File: config.mk
export PLATFORM = sky130hd
export DESIGN_NAME = mem_request_queue
export DESIGN_NICKNAME = d
export VERILOG_FILES = /design/src/rtl/mem_request_queue.sv
export SDC_FILE = /design/constraint.sdc
export NUM_CORES = 1
export LEC_CHECK = 0
export CORE_ASPECT_RATIO = 0.9
export CORE_MARGIN = 2
export CORE_UTILIZATION = 30
export DETAILED_ROUTE_END_ITERATION = 7
export HOLD_SLACK_MARGIN = 0.06
export SLEW_MARGIN = 20
export SYNTH_ARGS = -nofsm -noshare
export SYNTH_HDL_FRONTEND = slang
export SYNTH_SLANG_ARGS = --single-unit
File: constraint.sdc
create_clock -name CLK -period 5.04 [get_ports CLK]
set_input_delay 1.008 -clock CLK [delete_from_list [all_inputs] [get_ports CLK]]
set_output_delay 1.008 -clock CLK [all_outputs]
set_load 0.01 [all_outputs]
File: src/rtl/mem_request_queue.sv
// In-order FIFO of data-memory requests between the pipeline memory stage and the dcache.
// The head entry is presented from registers. Read completions are captured into rdata.
module mem_request_queue #(
   parameter  int ADDR_W = 32,
   parameter  int DATA_W = 32,
   parameter  int DEPTH  = 2,
   localparam int CNT_W  = $clog2(DEPTH + 1)
) (
   input  logic              CLK,
   input  logic              nRST,
   input  logic              ihit,
   input  logic              dREN_c,
   input  logic              dWEN_c,
   input  logic [ADDR_W-1:0] daddr_c,
   input  logic [DATA_W-1:0] dstore_c,
   input  logic              dhit,
   input  logic [DATA_W-1:0] dload,
   input  logic              flush,
   output logic              dREN_r,
   output logic              dWEN_r,
   output logic [ADDR_W-1:0] daddr_r,
   output logic [DATA_W-1:0] dstore_r,
   output logic [DATA_W-1:0] rdata,
   output logic              rvalid,
   output logic [CNT_W-1:0]  count,
   output logic              full,
   output logic              empty,
   output logic              stall
);

   localparam int PTR_W = $clog2(DEPTH);

   logic [PTR_W-1:0]  head_q, head_d;
   logic [PTR_W-1:0]  tail_q, tail_d;
   logic [PTR_W-1:0]  wr_ptr;
   logic [CNT_W-1:0]  count_q, count_d;
   logic [CNT_W-1:0]  cnt_fl;
   logic [DEPTH-1:0]  valid_q, valid_d;
   logic [DEPTH-1:0]  is_read_q, is_read_d;
   logic [DEPTH-1:0]  is_write_q, is_write_d;
   logic [ADDR_W-1:0] addr_q  [DEPTH];
   logic [DATA_W-1:0] store_q [DEPTH];
   logic [DATA_W-1:0] rdata_q;
   logic              rvalid_q;
   logic              req, accept, deq;
   logic              full_w, empty_w;
   logic              head_valid;

   assign full_w  = (count_q == CNT_W'(DEPTH));
   assign empty_w = (count_q == '0);

   // Dequeue, then flush, then enqueue: the write slot follows the surviving entries.
   always_comb begin
      req    = ihit & (dREN_c | dWEN_c);
      deq    = dhit & ~empty_w;
      head_d = head_q + PTR_W'(deq);
      if (flush) begin
         if (deq) begin
            cnt_fl = '0;
         end else begin
            cnt_fl = (count_q != '0) ? CNT_W'(1) : '0;
         end
      end else begin
         cnt_fl = count_q - CNT_W'(deq);
      end
      wr_ptr  = flush ? (head_d + cnt_fl[PTR_W-1:0]) : tail_q;
      accept  = req & (cnt_fl != CNT_W'(DEPTH));
      count_d = cnt_fl + CNT_W'(accept);
      tail_d  = wr_ptr + PTR_W'(accept);
   end

   genvar gi;
   generate
      for (gi = 0; gi < DEPTH; gi++) begin : g_entry
         logic hit_head;
         logic hit_wr;
         assign hit_head = (head_q == PTR_W'(gi));
         assign hit_wr   = accept & (wr_ptr == PTR_W'(gi));
         // A fresh write overrides both the retire of the old head and the flush clear.
         assign valid_d[gi]    = hit_wr | (valid_q[gi] & ~(deq & hit_head) & ~(flush & ~hit_head));
         assign is_read_d[gi]  = hit_wr ? dREN_c : is_read_q[gi];
         assign is_write_d[gi] = hit_wr ? (dWEN_c & ~dREN_c) : is_write_q[gi];
      end
   endgenerate

   always_ff @(posedge CLK) begin
      if (!nRST) begin
         head_q     <= '0;
         tail_q     <= '0;
         count_q    <= '0;
         valid_q    <= '0;
         is_read_q  <= '0;
         is_write_q <= '0;
      end else begin
         head_q     <= head_d;
         tail_q     <= tail_d;
         count_q    <= count_d;
         valid_q    <= valid_d;
         is_read_q  <= is_read_d;
         is_write_q <= is_write_d;
      end
   end

   // Payload storage needs no reset; head outputs are gated by the valid bit.
   always_ff @(posedge CLK) begin
      if (accept) begin
         addr_q[wr_ptr]  <= daddr_c;
         store_q[wr_ptr] <= dstore_c;
      end
   end

   always_ff @(posedge CLK) begin
      if (!nRST) begin
         rdata_q  <= '0;
         rvalid_q <= 1'b0;
      end else begin
         rvalid_q <= deq & is_read_q[head_q];
         if (deq & is_read_q[head_q]) begin
            rdata_q <= dload;
         end
      end
   end

   always_ff @(posedge CLK) begin
      if (nRST) begin
         assert (count_q <= CNT_W'(DEPTH));
         assert (count_d <= CNT_W'(DEPTH));
         assert (!(deq && (count_q == '0)));
         assert ((count_q == '0) == (valid_q == '0));
      end
   end

   assign head_valid = valid_q[head_q];
   assign dREN_r     = head_valid & is_read_q[head_q];
   assign dWEN_r     = head_valid & is_write_q[head_q];
   assign daddr_r    = head_valid ? addr_q[head_q]  : '0;
   assign dstore_r   = head_valid ? store_q[head_q] : '0;
   assign rdata      = rdata_q;
   assign rvalid     = rvalid_q;
   assign count      = count_q;
   assign full       = full_w;
   assign empty      = empty_w;
   assign stall      = req & ~accept;

endmodule

-- Word level (Yosys, flattened, before mapping)
Memory sizes are Yosys's and may differ from the RTL's. A register that Yosys moved wholly into a read port is not among the register bits.
Index checks and enable logic that the tools add are counted.
- logic and storage cells: 68
- bits in writable memories: 128
- latch bits: 0
- memories kept: 2
- output and inout port bits: 104
- memory bits (read-only): 0
- flip-flop bits (word level): 43
- bitwise gates (word level): 30
- reduce and logical (&&, ||, !) cells: 2
- $lt $le $gt $ge: 1
- multiply operators: 0
- add/subtract/negate cells: 5
- multiplexer cells: 16
- shifts and indexed selects: 0
- equality and inequality tests: 2
- divide/modulo/power cells: 0
- memories (memory ; depth ; bits a word ; rd ports ; clocked after Yosys merged registers in ; wr ports ; RTL line ; text):
    addr_q ; 2 ; 32 ; 1 ; 1 ; 1 ; 41 ; logic [ADDR_W-1:0] addr_q [DEPTH];
    store_q ; 2 ; 32 ; 1 ; 1 ; 1 ; 42 ; logic [DATA_W-1:0] store_q [DEPTH];
- operators with widths (kind ; number):
    $mux 32 ; 2
    $and 1x1->1 ; 18
    $mux 1 ; 13
    $not 1->1 ; 9
    $add 1x1->1 ; 3
    $or 1x1->1 ; 3
    $add 2x1->2 ; 1
    $eq 2x2->1 const B ; 1
    $logic_not 2->1 ; 1
    $lt 1x2->1 const B ; 1
    $mux 2 ; 1
    $ne 2x2->1 const B ; 1
    $reduce_bool 2->1 ; 1
    $sub 2x1->2 ; 1

-- Longest topological paths before layout
- word-level depth: 10
- mapped depth: 9

-- Least setup slack after synthesis
No wires, ideal clock.
- path type: input -> register
- from: input port dhit
- to: register is_read_q[0]
- arrival: 3973 ps
- path slack: 945 ps
- stages: 9
- buffers on the path: 1
- path through: o21ai_4 -> inv_4 -> buf_6 -> ha_1 -> xor2_1 -> a31oi_1 -> ha_1 -> mux2i_1 -> nor2b_1
- longest elaborated chain between the ends: 7
- RTL lines (what ; RTL line ; text):
    start: declaration ; 16 ; input logic dhit,
    $and 1x1->1 * ; 55 ; deq = dhit & ~empty_w;
    $sub 2x1->2 / $mux 1 (equally long branches) ; 64, 58 ;
    $mux 2 ; 57 ; if (flush) begin
    $add 1x1->1 ; 66 ; wr_ptr = flush ? (head_d + cnt_fl[PTR_W-1:0]) : tail_q;
    $mux 1 ; 66 ;
    $not 1->1 ; 78 ; assign hit_wr = accept & (wr_ptr == PTR_W'(gi));
    $and 1x1->1 * ; 78 ;
    net g_entry[0].hit_wr ; 76 ; logic hit_wr;
    end signal: assignment ; 99 ; is_read_q <= is_read_d;
    end: declaration ; 39 ; logic [DEPTH-1:0] is_read_q, is_read_d;
Mark *: on every way through the listed nets, which the timed path passes. The rest lies on a longest branch.
A chain may end at the register's enable or synchronous reset.

-- Final worst setup path
- from: input port dhit
- to: output port stall
- longest elaborated chain between the ends: 7
- RTL lines (what ; RTL line ; text):
    $and 1x1->1 * ; 55 ;
    $sub 2x1->2 / $mux 1 (equally long branches) ; 64, 58 ;
    $mux 2 * ; 57 ;
    $ne 2x2->1 * ; 67 ; accept = req & (cnt_fl != CNT_W'(DEPTH));
    $and 1x1->1 * ; 67 ;
    $not 1->1 * ; 143 ; assign stall = req & ~accept;
    $and 1x1->1 * ; 143 ;
    end: declaration ; 28 ; output logic stall
Every way passes the cells marked *; elsewhere a longest branch is shown, timed or not.

==> results.toml <==
[drt]
viasPerCell = 4.50
drt_iter0_markers = 251
ant_nets = 0
drt_pass1_iterations = 5
drc_errors = 0
wirelength_um = 16200
routed-via-count = 4492
wl_per_cell_um = 16.2

[clocking]
cts_sinks = 172
cts_hold_buf = 0
clockBufferDepth = 2
clock-root-buffer = "clkbuf_16"
insertion_delay_ns = 0.42
cts_tree = "yes"
numCtsBuffers = 17
cts_resized = 0
post-cts-setup-buffer-count = 0
path_clk_slew_ns = 0.07
h-tree-depth = 4

[placement]
dpl.hpwl_um = 10800
dpl_cell_area_mm2 = 0.00941
io_buffers = 206
gp_congestion = 0.733

[power]
power-per-cell-area_mw_per_mm2 = 370
p_leak_nw = 3.16
ir_drop_v = 0.000173

[yosys]
synth_area_leader_cell = "edfxtp_1"
synth_nets = 590
synthTopCellsByCount = "edfxtp_1 (128), mux2i_1 (72), nor2_1 (67)"
synthArstFlopShare = 0
synth_most_common_cell = "edfxtp_1"
syn_avg_cell_area_um2 = 14.7
synth_top_area_frac = 0.539
ys_ff_latch = 172
synth_cell_type_count = 39
synth_ff_type = "edfxtp_1"
ys_warn_count = 0
synth-edff-count = 128
ys_top_cells_by_area = "edfxtp_1 (54%), dfxtp_1 (12%), mux2i_1 (10%)"
ys_seq_area_frac = 0.663
syn_inst = 484
syn_area_mm2 = 0.00713

[run_status]
status = "finished, final reports clean"

[grt]
grt_pass1_vias = 4610
grt_pass1_wl_um = 25300
grt_max_degree = 66
antenna_found_initial = 0
track_usage = 0.130
overflow = 0

[sta]
min_period_over_period = 0.842
tightest_slew_ns = 1.02
tns_ns = 0
setup_viol_count_final = 0
worst_hold_slack_ns = 0.488
min_period_ns = 4.24
rsz0062_at_grt = "false"
fin_worst_skew_ns = 0.00851
hold_viol = 0
drv_slew = 0
max-slew-margin-rel = 0.319
timing.fmax_ghz = 0.236

[worst_setup_path]
criticalPathCategory = "in -> out"
crit_path_end_kind = "output port"
crit_path_max_fanout = 36
cp-startpoint = "dhit"
r2r_cells = 7
startpoint_type = "primary input"
arrival_ns = 3.23
crit_required_ns = 4.03
timing.rr.start = "count[0]"

[layout]
fin_area_mm2 = 0.00999
antenna_cells = 0
area_growth_pct = 40.1
final_nets = 789
drive_gt1_frac = 0.152

[hold_path]
min_from = "rdata[31]"
min_path_cells = 2
worstHoldPathType = "reg -> reg"

[flow_run]
drv_cap = 0

[floorplan]
die_w_um = 166
placementRows = 53
ioPinCount = 207
die_h_um = 150
die_area_mm2 = 0.0250
start_util = 0.305
core_mm2 = 0.0233
## where the power goes
part / internal, mW / switching, mW / leakage, nW
Sequential: 1.67 / 0.0582 / 1.54
Clock: 0.702 / 0.584 / 0.285
Combinational: 0.333 / 0.345 / 1.33
## final cells by class
| class | count | area [um^2] |
|---|---|---|
| Tap cell | 302 | 378 |
| Multi-Input combinational cell | 276 | 2150 |
| Clock inverter | 14 | 150 |
| Inverter | 3 | 13.8 |
| Sequential cell | 172 | 4730 |
| Clock buffer | 18 | 429 |
| Fill cell | 2132 | 13400 |
| Timing Repair Buffer | 213 | 2140 |
## metal layers
| layer | share of wire | wire, um | up-vias | GRT usage |
|---|---|---|---|---|
| met3 | 0.095 | 1540 | 11 | 0.0557 |
| met4 | 0.012 | 196 | 0 | 0.0405 |
| met5 | 0 | 0 | - | 0 |
| met1 | 0.44 | 7080 | 2126 | 0.162 |
| met2 | 0.46 | 7380 | 181 | 0.207 |
| li1 | - | - | 2174 | - |
## metrics by stage
step | setup slack (ns) | power (mW) | cells | util
after CTS | 0.803 | 3.75 | 998 | 0.428
final | 0.798 | 3.69 | 998 | 0.428
after detailed placement | 0.823 | 2.45 | 966 | 0.403
after floorplan | 0.945 | 2.14 | 484 | -
after global placement | 0.871 | 2.44 | 966 | 0.403
after global routing | 0.671 | 3.86 | 998 | 0.428
## flip-flops by register name, indices dropped and copies added, names as in the netlist, named ones only
name              flops
g_entry.hit_head      1
tail_q                1
store_q              64
count                 2
is_write_q            2
rvalid                1
rdata                32
is_read_q             2
addr_q               64
valid_q               2
## critical path: stages
cell and delay [ns]:
clkdlybuf4s50_1 0.52, o21ai_4 0.28, inv_4 0.13, ha_1 0.20
xor2_1 0.26, nand3_1 0.11, nor2_1 0.12, clkdlybuf4s50_1 0.60
## worst paths after layout
path	endpoint	slack (ns)
worst max register to register	store_q[0][20]	1.70
worst max-delay path	stall	0.80
worst min-delay path	rdata[31]	0.49
worst min register to register	rdata[31]	0.49
## kinds of logic after synthesis
family / count (synthesis) / synth area share
compound gates: 77 / 0.0857
xor+xnor: 4 / 0.00492
fa+ha+maj: 3 / 0.00527
buf+inv: 36 / 0.0409
flops: 172 / 0.663
mux: 75 / 0.108
simple gates: 117 / 0.0923
## cells in the final DEF, fill, tap and decap left out, types with 4 or more instances in the layout
cell type	Yosys	layout
nand3_1	4	4
nor2b_1	7	7
a21boi_2	29	29
buf_4	2	5
o21ai_1	31	31
inv_6	0	5
o21ai_0	4	4
nand3_2	29	29
mux2i_1	72	71
clkbuf_16	0	17
dfxtp_1	44	43
edfxtp_1	128	128
clkdlybuf4s50_1	0	206
nor2_1	67	67
nand2_1	4	4
Power figures use the tool's default switching activity.
